$ cat src/rtl/rv_pipe_pkg.sv
// rv_pipe_pkg: shared fetch-pipeline types and constants
package rv_pipe_pkg;
  typedef enum logic [1:0] {IDLE, WAIT, WAIT_STALE} fetch_state_t;
  localparam logic [31:0] INSTR_NOP = 32'h00000013;
  typedef struct packed {
    logic [31:0] pc;
    logic [31:0] instr;
  } fetch_entry_t;
endpackage

$ cat src/rtl/sync_fifo.sv
// sync_fifo: power-of-two circular buffer with push/pop/clear, count and head
module sync_fifo #(
  parameter int WIDTH = 64,
  parameter int DEPTH = 4,
  localparam int AW = $clog2(DEPTH)
) (
  input  logic             clk,
  input  logic             rst_n,
  input  logic             clear,
  input  logic             push,
  input  logic [WIDTH-1:0] din,
  input  logic             pop,
  output logic [AW:0]      count,
  output logic [WIDTH-1:0] head
);
  logic [WIDTH-1:0] mem [DEPTH];
  logic [AW-1:0] rd, wr;
  always_ff @(posedge clk or negedge rst_n) begin
    if (!rst_n) begin
      rd <= '0;
      wr <= '0;
      count <= '0;
    end else if (clear) begin
      rd <= '0;
      wr <= '0;
      count <= '0;
    end else begin
      if (push) wr <= wr + 1'b1;
      if (pop) rd <= rd + 1'b1;
      count <= count + {{AW{1'b0}}, push} - {{AW{1'b0}}, pop};
    end
  end
  always_ff @(posedge clk) begin
    if (push && !clear) mem[wr] <= din;
  end
  assign head = mem[rd];
endmodule

$ cat src/rtl/if_fetch_queue.sv
// if_fetch_queue: single-outstanding instruction fetch FSM feeding a FIFO to ID, flushed on redirect
module if_fetch_queue
  import rv_pipe_pkg::*;
#(
  parameter int XLEN = 32,
  parameter int ILEN = 32,
  parameter int DEPTH = 4,
  parameter logic [XLEN-1:0] RESET_PC = '0,
  localparam int CW = $clog2(DEPTH) + 1
) (
  input  logic            clk,
  input  logic            rst_n,
  input  logic            redirect_valid,
  input  logic [XLEN-1:0] redirect_pc,
  output logic            imem_req_valid,
  input  logic            imem_req_ready,
  output logic [XLEN-1:0] imem_req_addr,
  input  logic            imem_rsp_valid,
  input  logic [ILEN-1:0] imem_rsp_data,
  output logic            id_valid,
  input  logic            id_ready,
  output logic [ILEN-1:0] id_instr,
  output logic [XLEN-1:0] id_pc,
  output logic [XLEN-1:0] id_pc_plus4,
  output logic [CW-1:0]   q_count
);
  fetch_state_t state, state_n;
  logic [XLEN-1:0] fetch_pc, req_pc;
  logic [XLEN+ILEN-1:0] head;
  logic req_fire, push, pop;
  assign imem_req_valid = rst_n && state == IDLE && !redirect_valid && q_count < CW'(DEPTH);
  assign imem_req_addr = fetch_pc;
  assign req_fire = imem_req_valid && imem_req_ready;
  assign push = state == WAIT && imem_rsp_valid && !redirect_valid;
  assign pop = id_valid && id_ready && !redirect_valid;
  assign id_valid = q_count != '0;
  assign id_pc = id_valid ? head[XLEN+ILEN-1:ILEN] : '0;
  assign id_instr = id_valid ? head[ILEN-1:0] : '0;
  assign id_pc_plus4 = id_valid ? id_pc + XLEN'(4) : '0;
  always_comb begin
    state_n = state;
    case (state)
      IDLE:       state_n = req_fire ? WAIT : IDLE;
      WAIT:       state_n = imem_rsp_valid ? IDLE : redirect_valid ? WAIT_STALE : WAIT;
      WAIT_STALE: state_n = imem_rsp_valid ? IDLE : WAIT_STALE;
      default:    state_n = IDLE;
    endcase
  end
  always_ff @(posedge clk or negedge rst_n) begin
    if (!rst_n) begin
      state <= IDLE;
      fetch_pc <= RESET_PC;
      req_pc <= '0;
    end else begin
      state <= state_n;
      fetch_pc <= redirect_valid ? redirect_pc : req_fire ? fetch_pc + XLEN'(4) : fetch_pc;
      if (req_fire) req_pc <= fetch_pc;
    end
  end
  sync_fifo #(.WIDTH(XLEN + ILEN), .DEPTH(DEPTH)) u_fifo (
    .clk   (clk),
    .rst_n (rst_n),
    .clear (redirect_valid),
    .push  (push),
    .din   ({req_pc, imem_rsp_data}),
    .pop   (pop),
    .count (q_count),
    .head  (head)
  );
endmodule

$ cat config.mk
export PLATFORM = sky130hd
export DESIGN_NAME = if_fetch_queue
export DESIGN_NICKNAME = d
export VERILOG_FILES = /design/src/rtl/rv_pipe_pkg.sv /design/src/rtl/sync_fifo.sv /design/src/rtl/if_fetch_queue.sv
export SDC_FILE = /design/constraint.sdc
export NUM_CORES = 1
export LEC_CHECK = 0
export ABC_AREA = 1
export CORE_ASPECT_RATIO = 1.25
export CORE_MARGIN = 3
export CORE_UTILIZATION = 55
export CTS_CLUSTER_SIZE = 10
export DETAILED_ROUTE_END_ITERATION = 8
export GPL_TIMING_DRIVEN = 0
export PLACE_DENSITY = 0.8
export SYNTH_ARGS = -nofsm -noshare
export SYNTH_HDL_FRONTEND = slang
export SYNTH_SLANG_ARGS = --single-unit
$ cat constraint.sdc
create_clock -name clk -period 5.7 [get_ports clk]
set_input_delay 0.57 -clock clk [delete_from_list [all_inputs] [get_ports clk]]
set_output_delay 0.57 -clock clk [all_outputs]
set_load 0.1 [all_outputs]
==> run summary <==
The flow ran to the end, and the final reports show no timing, DRC or antenna violations. The number of clock buffers added by TritonCTS is 39. The design draws 10380 uW. The relative max-transition margin was 29.58%. Counting instances in the post-synthesis netlist gives the leading cell types as sky130_fd_sc_hd__nand2_1, sky130_fd_sc_hd__edfxtp_1, sky130_fd_sc_hd__nor2_1. The detail route stage leaves a number of antenna-violating nets equal to 0. The power per cell area came out at 547.0 mW/mm^2. For this run, the number of standard cells in the final layout without fillers is 2158. Routability-driven placement finished with a final weighted congestion of 0.9086. The run gives 62.73% as the share of the yosys chip area belonging to registers. The worst setup path is captured at an output port.

After technology mapping, the gate count stands at 1538. Of all cell types, the one taking the most synthesized area is sky130_fd_sc_hd__edfxtp_1. The data required time of the critical path came out at 5130 ps. The worst path in the final design needs a cycle of 5332 ps, including I/O delays and setup. Measured against the total synthesized area, the mux share comes to 0%.

Dividing the detail-routed via count by the number of cells gives 5.613. VDD sags by at most 0.3094 mV. The clock passes through at most 3 buffers. The pin count of the biggest net entering global routing is 39. The die footprint was 0.02962 sq mm.

Of the total power, the clock network draws 21.5%. The first-pass iteration count of the detailed router is 5. The logs give 1935 for the filler cell count in the final layout and 0.01898 sq mm for the final design instance area without fill. For this configuration, the core starts out at a cell density of 56.19%.

Relative to the synthesized area, the layout overhead comes to 25.11%. The run gives 0 as the post-cts sizing count. The number of enable-type register cells in the synthesized netlist came out at 256. The worst setup path is launched from a register. After Yosys synthesis, XOR and XNOR cells account for 2.079% of the synthesized area. Static timing analysis puts the maximum clock frequency at 187.6 MHz. The most used flip-flop cell after synthesis is sky130_fd_sc_hd__edfxtp_1. The logs give 12080 for the number of global-route vias before repair and 0 for the total of warnings raised by yosys. For this run, global-route usage on met2 was measured as 48.02%. CTS placed an instance of sky130_fd_sc_hd__clkbuf_16 at the clock tree root.

The number of buffers inserted to repair setup after CTS is 0, and the total vias in the final route is 12110. Along the worst path, the maximum fanout reaches 10. In the finished design, the share of the clock period the worst path needs comes to 93.54%. The number of remaining DRC errors was 0; the synthesized-area fraction occupied by adder cells was 0.7919%.

Port buffering added 202 buffers. The sequential cells in the finished layout cover a total of 0.009514 sq mm. The synthesized design devotes to its leading area cell type 50.68% of total area. After synthesis, the cell types taking the most area are sky130_fd_sc_hd__edfxtp_1, sky130_fd_sc_hd__dfrtp_1, sky130_fd_sc_hd__nand2_1. Counting distinct cell types in the post-synthesis netlist gives 37. The total I/O pin count came out at 203.

Synthesis inferred 329 register bits. Worst-case hold slack: 5.846 ps. The worst hold path belongs to the class input pin to async pin. Setup repair after global routing left no endpoint under its margin.

Synthesis produced a netlist with a net count of 1617. The y dimension of the die was 191.7 microns. The run gives 1869 as the layout net count. The mean routed wirelength per cell came out at 18.92 microns. After clock tree synthesis, the flow added hold-fix buffers numbering 0. Fraction of power spent switching nets: 48.71%. The initial antenna violation count is 2, and the core box area is 0.02699 sq mm. The post-synthesis cell area was 0.01517 sq mm; the proportion of power drawn by combinational gates was 48.6%. The placed wire-length estimate after detailed placement is 28.74 mm, and the worst-margin pin slew is 1053 ps. The fraction of the mapped netlist area in compound gates was 6.443%; the arrival time reported for the critical path endpoint was 4760 ps.

The die span in x was 154.5 microns. The internal power of the cells totals 5324 uW. The worst setup path category is register to output port. The layer flagged by global routing as most heavily used is met2.

TritonCTS built the clock tree. The floorplan has 67 rows. The first global-routing pass estimated 63.60 mm of wire. The depth of the CTS H-tree is 2. For the count of endpoints failing setup in the final report, the log shows 0. In this run the cell area measured after placement is 0.01783 sq mm. Max-cap violations in this run came to 0.

In the final layout, the share of cells above drive strength 1 is 8.393%. The logs give 2094 for the number of cells after detailed placement and 0 for the number of hold violations in the final report. The insertion delay of the later-clocked pin in the worst-skew pair is 530 ps. The logs give 40.82 mm for the routed wire length and 27.38% for the total routing resource utilization after global routing.

The clock drives 329 sinks. The async set-reset flop share out of synthesis was 22.19%; the average cell area after synthesis was 9.862 sq um. Per report_power, the sequential group accounts for 30.0% of the total. The tools report the core occupancy in the finished layout as 70.30%. The synthesized netlist devotes 21.87% of its cell area to simple gates. Among all cell types in the netlist, the one instantiated most often is sky130_fd_sc_hd__nand2_1. The largest clock skew in the final design was 26.50 ps; the footprint of the multi-input gates was 0.004763 sq mm. Summed over all nets, the switching power comes to 5056 uW. Residual overflow from global routing: 0. The tools report the global routing usage on met3 as 3.448%. Main combinational cell family by area after synthesis: simple AND/OR/NAND/NOR gates. The routing usage on met1 was 34.12%. The final count of pins violating max slew was 0; the clock transition at the register clock pins on the worst setup and hold paths after CTS was 50 ps. In this run the static leakage power is 0.007467 uW.

The detailed router finished its first iteration with 982 violations.
power by group through the flow:
stage / logic [uW] / registers (uW) / clock network (uW)
CTS: 5040 / 3100 / 2240
finish: 5040 / 3110 / 2230
floorplan: 3490 / 3340 / 0
detailed placement: 5010 / 3140 / 0
global placement: 4960 / 3120 / 0
global route: 5260 / 3140 / 2360
routing by layer:
layer	routed length (microns)	up-vias
met1	15610	5736
li1	-	5621
met4	1571	0
met5	0	-
met2	20590	648
met3	3047	108
sequential cells by signal (all words and copies together) (netlist names):
name and flops:
u_fifo.count 3, u_fifo.rd 2, u_fifo.mem 256, state 2
imem_req_addr 32, req_pc 32, u_fifo.wr 2
cell families after synthesis:
group	Yosys count
buf+inv	201
compound gates	179
xor+xnor	36
simple gates	784
fa+ha+maj	9
flops	329
layout make-up:
type                       count  share of cell area [%]
clock buffer                  58                   5.684
buffer                        70                   2.222
timing repair buffer         211                   11.59
inverter                     131                   2.644
multi-input combinational   1008                   25.10
clock inverter                 4                  0.3165
antenna                        2                 0.02637
tap                          345                   2.275
sequential                   329                   50.14
cells in the final DEF, fill, tap and decap left out, drive strengths merged, types with 11 or more instances in the layout:
master / Yosys / layout
buf: 42 / 52
o21ai: 111 / 111
nand2: 386 / 386
clkbuf: 28 / 86
xor2: 35 / 35
clkdlybuf4s50: 0 / 201
a21oi: 41 / 41
nor2: 261 / 261
nand3: 109 / 109
dfrtp: 73 / 73
edfxtp: 256 / 256
nor3: 14 / 14
inv: 131 / 132
nand4: 11 / 11
final timing paths:
| kind | startpoint | slack [ps] | cells after the start | endpoint |
|---|---|---|---|---|
| min | rst_n | 6 | 1 | imem_req_addr[26]$_DFFE_PN0P_ |
| min reg2reg | state[1]$_DFF_PN0_ | 520 | 1 | state[0]$_DFF_PN0_ |
| max | u_fifo.count[1]$_DFF_PN0_ | 370 | 13 | id_pc_plus4[30] |
| min in group clk | state[1]$_DFF_PN0_ | 520 | 1 | state[0]$_DFF_PN0_ |
| max in group asynchronous | rst_n | 5100 | 2 | req_pc[5]$_DFFE_PN0P_ |
| max reg2reg | u_fifo.count[1]$_DFF_PN0_ | 2830 | 13 | u_fifo.count[2]$_DFF_PN0_ |
metrics by stage:
step / TNS, ps / setup slack [ps]
final: 0 / 368.5
after detailed placement: 0 / 884.9
after floorplan: 0 / 160.9
after global routing: 0 / 117.0
after global placement: -246310 / -1073
after CTS: 0 / 315.1
critical path, stage by stage (launching register included):
cell	delay (ps)
sky130_fd_sc_hd__dfrtp_1	430
sky130_fd_sc_hd__nor2_1	180
sky130_fd_sc_hd__nand2_1	220
sky130_fd_sc_hd__inv_2	260
sky130_fd_sc_hd__buf_2	320
sky130_fd_sc_hd__clkbuf_1	510
sky130_fd_sc_hd__a21oi_2	120
sky130_fd_sc_hd__ha_1	310
sky130_fd_sc_hd__nand3_1	220
sky130_fd_sc_hd__inv_1	130
sky130_fd_sc_hd__nand3_1	210
sky130_fd_sc_hd__nor3_1	80
sky130_fd_sc_hd__nor2_1	110
sky130_fd_sc_hd__clkdlybuf4s50_1	1150
Power figures use the tool's default switching activity.
